<file path="config.mk">
export PLATFORM = sky130hd
export DESIGN_NAME = ti_simon_share_loader
export DESIGN_NICKNAME = d
export VERILOG_FILES = /design/src/rtl/ti_simon_pkg.sv /design/src/rtl/ti_simon_share_split.sv /design/src/rtl/ti_simon_share_loader.sv
export SDC_FILE = /design/constraint.sdc
export NUM_CORES = 1
export LEC_CHECK = 0
export BUFFER_PORTS_ARGS = -buffer_cell sky130_fd_sc_hd__buf_2
export CORE_UTILIZATION = 40
export DETAILED_ROUTE_END_ITERATION = 10
export PLACE_DENSITY = 0.63
export SETUP_SLACK_MARGIN = 0.02
export SLEW_MARGIN = 20
export SYNTH_ARGS = -nofsm -noshare
export SYNTH_HDL_FRONTEND = slang
export SYNTH_SLANG_ARGS = --single-unit
</file>
<file path="constraint.sdc">
create_clock -name clk -period 3.3 [get_ports clk]
set_clock_uncertainty 0.15 [all_clocks]
set_input_delay 0.165 -clock clk [delete_from_list [all_inputs] [get_ports clk]]
set_output_delay 0.165 -clock clk [all_outputs]
set_load 0.02 [all_outputs]
</file>
<file path="src/rtl/ti_simon_pkg.sv">
// Shared constants, FSM state type and load-phase codes for the Simon share loader.
package ti_simon_pkg;

    localparam int BLOCK_W = 128;
    localparam int CNT_W   = 7;

    typedef enum logic [1:0] {
        ST_IDLE = 2'd0,
        ST_KEY  = 2'd1,
        ST_PT   = 2'd2,
        ST_RUN  = 2'd3
    } state_t;

    localparam logic [1:0] RDY_IDLE = 2'b00;
    localparam logic [1:0] RDY_KEY  = 2'b10;
    localparam logic [1:0] RDY_PT   = 2'b01;
    localparam logic [1:0] RDY_RUN  = 2'b11;

    function automatic logic [1:0] rdy_code(input state_t s);
        logic [1:0] code;
        code = RDY_IDLE;
        case (s)
            ST_IDLE: code = RDY_IDLE;
            ST_KEY:  code = RDY_KEY;
            ST_PT:   code = RDY_PT;
            ST_RUN:  code = RDY_RUN;
            default: code = RDY_IDLE;
        endcase
        return code;
    endfunction

endpackage

</file>
<file path="src/rtl/ti_simon_share_split.sv">
// Registers one serial bit as two XOR shares; masking enabled by SIMON_LOADER_MASK_EN,
// otherwise share A carries the plain bit and share B is zero.
module ti_simon_share_split (
    input  logic clk,
    input  logic rst_n,
    input  logic en_i,
    input  logic bit_i,
    input  logic rnd_i,
    output logic a_o,
    output logic b_o
);

    logic a_d, a_q;
    logic b_d, b_q;

    always_comb begin
        // NOTE: every always_comb output gets a default first so no path can infer a latch.
        a_d = 1'b0;
        b_d = 1'b0;
        if (en_i) begin
`ifdef SIMON_LOADER_MASK_EN
            a_d = bit_i ^ rnd_i;
            b_d = rnd_i;
`else
            a_d = bit_i;
            b_d = 1'b0;
`endif
        end
    end

`ifndef SIMON_LOADER_MASK_EN
    logic unused_rnd;
    assign unused_rnd = rnd_i;
`endif

    // NOTE: sequential state uses non-blocking assignments so all flops update together.
    always_ff @(posedge clk) begin
        if (!rst_n) begin
            a_q <= 1'b0;
            b_q <= 1'b0;
        end else begin
            a_q <= a_d;
            b_q <= b_d;
        end
    end

    assign a_o = a_q;
    assign b_o = b_q;

endmodule

</file>
<file path="src/rtl/ti_simon_share_loader.sv">
// Loads key then plaintext bit-serially (LSB first) into the 2-share Simon core, then waits for Done.
// Share masking of the serial stream is selected by SIMON_LOADER_MASK_EN.
module ti_simon_share_loader #(
    parameter int BLOCK_W = ti_simon_pkg::BLOCK_W,
    parameter int CNT_W   = ti_simon_pkg::CNT_W
) (
    input  logic               clk,
    input  logic               rst_n,
    input  logic               start,
    input  logic [BLOCK_W-1:0] key_in,
    input  logic [BLOCK_W-1:0] pt_in,
    input  logic               rnd_in,
    input  logic               done_in,
    output logic               ready,
    output logic               data_ina,
    output logic               data_inb,
    output logic [1:0]         data_rdy
);

    import ti_simon_pkg::*;

    localparam logic [CNT_W-1:0] CNT_LAST = CNT_W'(BLOCK_W - 1);

    state_t             state_q, state_d;
    logic [CNT_W-1:0]   cnt_q, cnt_d;
    logic [BLOCK_W-1:0] key_sr_q, key_sr_d;
    logic [BLOCK_W-1:0] pt_sr_q, pt_sr_d;
    logic               ready_q, ready_d;
    logic [1:0]         data_rdy_q, data_rdy_d;
    logic               split_en;
    logic               split_bit;

    // state/cnt always describe the bit currently on the outputs; split_bit is the next one.
    always_comb begin
        state_d   = state_q;
        cnt_d     = cnt_q;
        key_sr_d  = key_sr_q;
        pt_sr_d   = pt_sr_q;
        split_en  = 1'b0;
        split_bit = 1'b0;
        case (state_q)
            ST_IDLE: begin
                if (start) begin
                    state_d   = ST_KEY;
                    cnt_d     = '0;
                    key_sr_d  = key_in;
                    pt_sr_d   = pt_in;
                    split_en  = 1'b1;
                    split_bit = key_in[0];
                end
            end
            ST_KEY: begin
                split_en = 1'b1;
                key_sr_d = key_sr_q >> 1;
                if (cnt_q == CNT_LAST) begin
                    state_d   = ST_PT;
                    cnt_d     = '0;
                    split_bit = pt_sr_q[0];
                end else begin
                    cnt_d     = cnt_q + 1'b1;
                    split_bit = key_sr_q[1];
                end
            end
            ST_PT: begin
                pt_sr_d = pt_sr_q >> 1;
                if (cnt_q == CNT_LAST) begin
                    state_d = ST_RUN;
                    cnt_d   = '0;
                end else begin
                    cnt_d     = cnt_q + 1'b1;
                    split_en  = 1'b1;
                    split_bit = pt_sr_q[1];
                end
            end
            ST_RUN: begin
                if (done_in) begin
                    state_d = ST_IDLE;
                end
            end
            default: state_d = ST_IDLE;
        endcase
        ready_d    = (state_d == ST_IDLE);
        data_rdy_d = rdy_code(state_d);
    end

    always_ff @(posedge clk) begin
        if (!rst_n) begin
            state_q    <= ST_IDLE;
            cnt_q      <= '0;
            // NOTE: the shift registers are reset too, so no stale key material survives a reset.
            key_sr_q   <= '0;
            pt_sr_q    <= '0;
            ready_q    <= 1'b1;
            data_rdy_q <= RDY_IDLE;
        end else begin
            state_q    <= state_d;
            cnt_q      <= cnt_d;
            key_sr_q   <= key_sr_d;
            pt_sr_q    <= pt_sr_d;
            ready_q    <= ready_d;
            data_rdy_q <= data_rdy_d;
        end
    end

    ti_simon_share_split u_split (
        .clk   (clk),
        .rst_n (rst_n),
        .en_i  (split_en),
        .bit_i (split_bit),
        .rnd_i (rnd_in),
        .a_o   (data_ina),
        .b_o   (data_inb)
    );

    assign ready    = ready_q;
    assign data_rdy = data_rdy_q;

endmodule

</file>
==> qor.txt, run 1 <==
status: finished clean
Post-synth ARST share: 0
Yosys warnings: 0
die height: 174.0 um
Clk pwr share: 0.227
crit path max-delay cell type: dlygate4sd3_1
Initial Util: 0.4092
ANT nets after route: 0
Hold WC Path Type: reg -> reg
initial antenna violation count: 2
Std-Cell Rows: 62
Via-to-Cell Ratio: 5.080
initial DRC count: 550
Avg WL per Cell: 15.01 um
Non-Filler Instances: 2092
Largest stage delay, worst path: 580 ps
Lkg Pwr: 6.690 nW
Worst Path Required: 3640 ps
via count: 10630
fmax: 373.9 MHz
TritonCTS Sinks: 267
GR Util All Layers: 0.2006
Finished Cell Area: 0.01698 mm^2
most frequent cells in the layout: dfxtp_1, dlygate4sd3_1, buf_2
CP top delay family: buffers and inverters
Sequential Power Share: 0.372
Worst path depth: 8
Seq cells post-synth: 267
core area: 0.02894 mm^2
data arrival time of the worst path: 3020 ps
commonest non-fill, non-tap cell in the layout: dfxtp_1
Power Density: 891.0 mW/mm^2
RSZ-0062 raised after global routing: false
Port Buffers: 263
cell internal pwr: 0.009541 W
Die Width: 174.0 um
I/O Pins: 266
Max-slew headroom: 0.4448
total global routing overflow: 0
Slew @ Worst Pin: 832.8 ps
synthesized area: 0.01184 mm^2
R2R depth: 8
Final Max Slew Viols: 0
Setup violations, final: 0
Residual DRC: 0
number of fill cells: 2345
multi-input logic area: 0.005902 mm^2
Sw Ratio: 0.3693
crit-path cells: inv_1 > ha_4 > buf_12 > or2_2 > o22ai_1 > a31oi_1 > dlygate4sd3_1 > nor2_1
Die Area: 0.03029 mm^2
Routed WL: 31.40 mm
CTS tree: done
dpl cells: 1774
MaxCap Viol Count: 0
vias in the first global route: 10450
Area after DPL: 0.01332 mm^2
Total Nets Final: 1951
Root Buffer: clkbuf_16
WP buf/inv: 3
maximum level of the CTS H-tree: 1
Post-Syn Area per Cell: 9.650 um^2
syn_nets: 1493
Post-Route Setup TNS: 0 ps
first-pass GRT wire length: 51.15 mm
number of synthesized flops with an enable pin: 0
NetSw: 0.005586 W
Layout area overhead: 43.39%
Top FF cell, synth: dfxtp_1
Setup CP Type: reg -> reg
DR pass1 iterations: 5
Max VDD drop: 0.6317 mV
Min-Delay Path Depth: 2
Seq/Total Area, Yosys: 0.4514
min cycle time layout: 2675 ps
register area: 0.005345 mm^2
crit start category: flip-flop
CTS buffer count: 30
Clk Latency, worst-skew pair: 550 ps
Max clock buf depth: 3
Mapped Cells: 1227
Fin. Hold Viols: 0
post-DP HPWL: 17.35 mm
largest net degree at the start of global routing: 137
post-layout util: 0.5867
worst hold slack: 333.8 ps
power share of the combinational group: 0.401
Worst Path Max Fanout: 101
Worst setup EP type: flip-flop
share of layout cells above drive strength 1: 0.1975
Routability Congestion: 0.7673
Reg clk slew, reported paths: 60 ps
Unique masters post-synth: 39
Final period util: 0.8105
tightest hold or removal path, stage by stage, from the launching register on:
cell and delay, ps:
dfxtp_1 330, nand2_1 60, a21oi_1 50
layer usage:
layer / GRT usage / routed length, um / vias to the layer above
li1: - / - / 5398
met3: 0.03609 / 1499 / 53
met2: 0.3447 / 14960 / 241
met1: 0.2574 / 14140 / 4934
met4: 0.05373 / 783 / 2
met5: 0 / 13 / -
state kept, by name, summed over array words and instances (netlist names):
register	cells
ready	1
key_sr_q	127
u_split.a_o	1
cnt_q	7
data_rdy	1
pt_sr_q	128
state_q	2
power groups by stage:
| stage | Clock [W] | Sequential (W) | Combinational (W) |
|---|---|---|---|
| floorplan | 0 | 0.00545 | 0.00490 |
| global placement | 0 | 0.00559 | 0.00557 |
| detailed placement | 0 | 0.00565 | 0.00570 |
| CTS | 0.00352 | 0.00559 | 0.00601 |
| global route | 0.00366 | 0.00581 | 0.00678 |
| finish | 0.00343 | 0.00563 | 0.00607 |
through the flow:
step | power [W] | setup WS [ps]
after global routing | 0.01625 | 448.5
after detailed placement | 0.01135 | 769.4
after global placement | 0.01116 | 835.4
final | 0.01513 | 625.3
after floorplan | 0.01036 | 1405
after CTS | 0.01512 | 646.3
logic make-up after synthesis:
logic type | after synthesis | share of synthesized area
AOI/OAI and AO/OA | 280 | 0.1750
adders and majority gates | 5 | 0.005284
and+or+nand+nor | 300 | 0.1021
other | 1 | 0.0003167
DFF | 267 | 0.4514
buffers and inverters | 122 | 0.05284
muxes | 252 | 0.2130
path summary, 6_finish.rpt:
check / startpoint / endpoint / slack [ps]
worst max-delay path: state_q[0]$_SDFF_PN0_ / ready$_SDFF_PN1_ / 630
worst min-delay path: cnt_q[0]$_SDFFE_PN0P_ / cnt_q[0]$_SDFFE_PN0P_ / 330
worst max register to register: state_q[0]$_SDFF_PN0_ / ready$_SDFF_PN1_ / 630
worst min register to register: cnt_q[0]$_SDFFE_PN0P_ / cnt_q[0]$_SDFFE_PN0P_ / 330
synthesized netlist by cell type, types with 2 or more instances:
library cell | number | area, um^2
dfxtp_1 | 267 | 5345
nor2_1 | 260 | 975.9
a211oi_1 | 252 | 1892
mux2i_1 | 252 | 2522
buf_2 | 65 | 325.3
clkbuf_1 | 31 | 116.4
buf_4 | 21 | 157.7
nand2_1 | 12 | 45.04
o21ai_0 | 7 | 35.03
a21oi_1 | 5 | 25.02
ha_1 | 5 | 62.56
nand3_1 | 5 | 25.02
nand2b_1 | 4 | 25.02
nand4b_1 | 4 | 35.03
a311oi_1 | 3 | 26.28
a31oi_1 | 3 | 18.77
inv_1 | 3 | 11.26
a22oi_1 | 2 | 15.01
and2_1 | 2 | 12.51
nand4_1 | 2 | 12.51
nor2b_1 | 2 | 12.51
nor4_1 | 2 | 12.51
o21a_1 | 2 | 15.01
what timing repair did:
item,CTS,global route
setup buffers,0,0
resized for setup,0,0
endpoints found under the hold margin,260,0
hold buffers,263,0
layout make-up:
| class | instances | area share |
|---|---|---|
| multi-input combinational | 838 | 0.3476 |
| sequential | 267 | 0.3148 |
| timing repair buffer | 545 | 0.2476 |
| clock buffer | 43 | 0.05181 |
| tap | 384 | 0.02830 |
| clock inverter | 10 | 0.008402 |
| inverter | 3 | 0.001105 |
| antenna | 2 | 0.0002948 |
Note: power is estimated with default switching activity, not from simulation.
==> run 2: changes to the inputs <==
==> constraint.sdc (replaced) <==
create_clock -name clk -period 2.51 [get_ports clk]
set_clock_uncertainty 0.15 [all_clocks]
set_input_delay 0.1255 -clock clk [delete_from_list [all_inputs] [get_ports clk]]
set_output_delay 0.1255 -clock clk [all_outputs]
set_load 0.02 [all_outputs]
==> run 2 against run 1 <==
Critical path depth unchanged; combinational power up 34%; clock power up 16%; sequential cell count unchanged; power up 29%; setup slack worse by 440 ps; count of clock-buffer cells in the layout up 2; critical endpoint is now key_sr_q[67]$_SDFFE_PN0P_.
==> qor.txt, run 2 (synthesis gave the netlist of run 1 again) <==
Root Buffer: clkbuf_16 (unchanged)
CTS tree: done (unchanged)
Total Nets Final: 1953 (was 1951)
ANT nets after route: 0 (unchanged)
Largest stage delay, worst path: 370 ps (was 580 ps)
Most Used Layer, Global Route: met2 (unchanged)
cell internal pwr: 0.01226 W (was 0.009541 W)
Setup violations, final: 0 (unchanged)
Lkg Pwr: 6.660 nW (was 6.690 nW)
crit-path cells: inv_1 > ha_1 > nor2b_1 > buf_4 > nor2_4 > buf_12 > nor2_1 > a211oi_1 (was inv_1 > ha_4 > buf_12 > or2_2 > o22ai_1 > a31oi_1 > dlygate4sd3_1 > nor2_1)
Slew @ Worst Pin: 772.0 ps (was 832.8 ps)
Place WS: 234.5 ps (was 769.4 ps)
NetSw: 0.007223 W (was 0.005586 W)
Max VDD drop: 0.6485 mV (was 0.6317 mV)
TritonCTS Sinks: 267 (unchanged)
status: finished clean (unchanged)
Setup CP Type: reg -> reg (unchanged)
Clk pwr share: 0.205 (was 0.227)
total global routing overflow: 0 (unchanged)
RSZ-0062 raised after global routing: false (unchanged)
number of fill cells: 2326 (was 2345)
Top Registers: pt_sr_q: 128 flops, key_sr_q: 127 flops, cnt_q: 7 flops (unchanged)
met3 Track Usage GR: 0.03193 (was 0.03609)
maximum level of the CTS H-tree: 1 (unchanged)
Routed WL: 30.61 mm (was 31.40 mm)
Clk Latency, worst-skew pair: 530 ps (was 550 ps)
Fin. Hold Viols: 0 (unchanged)
initial DRC count: 475 (was 550)
Std-Cell Rows: 62 (unchanged)
data arrival time of the worst path: 2590 ps (was 3020 ps)
Port Buffers: 263 (unchanged)
Final period util: 0.9270 (was 0.8105)
Layout area overhead: 42.95% (was 43.39%)
Power Density: 1151 mW/mm^2 (was 891.0 mW/mm^2)
core area: 0.02894 mm^2 (unchanged)
Via-to-Cell Ratio: 5.024 (was 5.080)
fmax: 429.8 MHz (was 373.9 MHz)
die height: 174.0 um (unchanged)
Avg WL per Cell: 14.62 um (was 15.01 um)
commonest non-fill, non-tap cell in the layout: dfxtp_1 (unchanged)
via count: 10520 (was 10630)
Max clock buf depth: 3 (unchanged)
grt met1 use: 0.2461 (was 0.2574)
vias in the first global route: 10320 (was 10450)
Final Max Slew Viols: 0 (unchanged)
Max-slew headroom: 0.4853 (was 0.4448)
GR Util All Layers: 0.1940 (was 0.2006)
crit start category: flip-flop (unchanged)
Die Area: 0.03029 mm^2 (unchanged)
Hold WC Path Type: in -> reg (was reg -> reg)
largest reg by FF count: pt_sr_q (unchanged)
Reg clk slew, reported paths: 60 ps (about the same)
crit path max-delay cell type: dfxtp_2 (was dlygate4sd3_1)
fin worst setup slack: 183.2 ps (was 625.3 ps)
Die Width: 174.0 um (unchanged)
max FFs per register: 128 (unchanged)
DR pass1 iterations: 4 (was 5)
min cycle time layout: 2327 ps (was 2675 ps)
Residual DRC: 0 (unchanged)
MaxCap Viol Count: 0 (unchanged)
largest net degree at the start of global routing: 131 (was 137)
most frequent cells in the layout: dfxtp_1, dlygate4sd3_1, buf_2 (unchanged)
post-DP HPWL: 17.47 mm (was 17.35 mm)
Initial Util: 0.4092 (unchanged)
first-pass GRT wire length: 49.73 mm (was 51.15 mm)
Sequential Power Share: 0.378 (was 0.372)
I/O Pins: 266 (unchanged)
CTS buffer count: 29 (was 30)
met2 usage: 0.3328 (was 0.3447)
Sw Ratio: 0.3707 (was 0.3693)
Routability Congestion: 0.7638 (was 0.7673)
WP buf/inv: 3 (unchanged)
initial antenna violation count: 2 (unchanged)
CP top delay family: buffers and inverters (unchanged)
power share of the combinational group: 0.417 (was 0.401)
Worst setup EP type: flip-flop (unchanged)
Post-Route Setup TNS: 0 ps (unchanged)
post-CTS setup buffers: 0 (unchanged)
share of layout cells above drive strength 1: 0.1961 (was 0.1975)
Worst Path Max Fanout: 65 (was 101)
Worst Path Required: 2780 ps (was 3640 ps)
run 2: cell types whose count changed in the layout (fill, tap and decap cells not counted), moves of 2 or more:
cell and delta:
buf_12 +5, clkbuf_1 +5, bufinv_16 -3, buf_4 -2, clkbuf_8 -2, clkinv_2 +2
run 2: worst register-to-register path, stage by stage (launching register included):
cell and delay, ps:
dfxtp_2 370, inv_1 110, ha_1 210, nor2b_1 150, buf_4 160, nor2_4 300
buf_12 300, nor2_1 130, a211oi_1 330
run 2: routing by layer:
layer	vias to the layer above	wire, um	share of wire
met1	4768	13840	0.45
met2	259	14520	0.47
li1	5431	-	-
met3	63	1384	0.045
met4	0	871	0.028
met5	-	0	0
run 2: cell type report:
class	count	area, um^2	share of cell area
Multi-Input combinational cell	838	5902	0.3487
Sequential cell	267	5346	0.3159
Timing Repair Buffer	548	4289	0.2534
Clock buffer	45	845.8	0.04997
Tap cell	384	480.5	0.02839
Clock inverter	7	37.54	0.002218
Inverter	3	18.77	0.001109
Antenna cell	2	5.005	0.0002957
run 2: path summary, 6_finish.rpt:
| path | depth (start not counted) | start | to | slack, ps |
|---|---|---|---|---|
| max | 8 | state_q[1]$_SDFF_PN0_ | key_sr_q[67]$_SDFFE_PN0P_ | 180 |
| min | 4 | key_in[60] | key_sr_q[60]$_SDFFE_PN0P_ | 320 |
| max reg2reg | 8 | state_q[1]$_SDFF_PN0_ | key_sr_q[67]$_SDFFE_PN0P_ | 180 |
| min reg2reg | 2 | cnt_q[0]$_SDFFE_PN0P_ | cnt_q[0]$_SDFFE_PN0P_ | 330 |
run 2: power groups by stage:
| stage | Combinational (W) | Sequential, W | Clock, W |
|---|---|---|---|
| floorplan | 0.00645 | 0.00717 | 0 |
| global placement | 0.00749 | 0.00734 | 0 |
| detailed placement | 0.00767 | 0.00740 | 0 |
| CTS | 0.00806 | 0.00733 | 0.00409 |
| global route | 0.00904 | 0.00761 | 0.00427 |
| finish | 0.00813 | 0.00736 | 0.00399 |
run 2: per-stage QoR:
| stage | instances | utilization | instance area (um^2) | hold slack, ps | power [W] |
|---|---|---|---|---|---|
| after global placement | 1777 | 0.4632 | 13400 | 269.8 | 0.01483 |
| after global routing | 2094 | 0.5849 | 16930 | 315.7 | 0.02092 |
| after CTS | 2092 | 0.5847 | 16920 | 294.6 | 0.01949 |
| final | 2094 | 0.5849 | 16930 | 319.4 | 0.01948 |
| after detailed placement | 1777 | 0.4632 | 13400 | 275.4 | 0.01507 |
| after floorplan | 1227 | - | 11840 | 126.7 | 0.01361 |
run 2: repair_timing:
action | CTS | global route
setup endpoints to repair | 0 | 3
hold buffers | 263 | 0
resized for setup | 0 | 1
hold endpoints to repair | 260 | 0
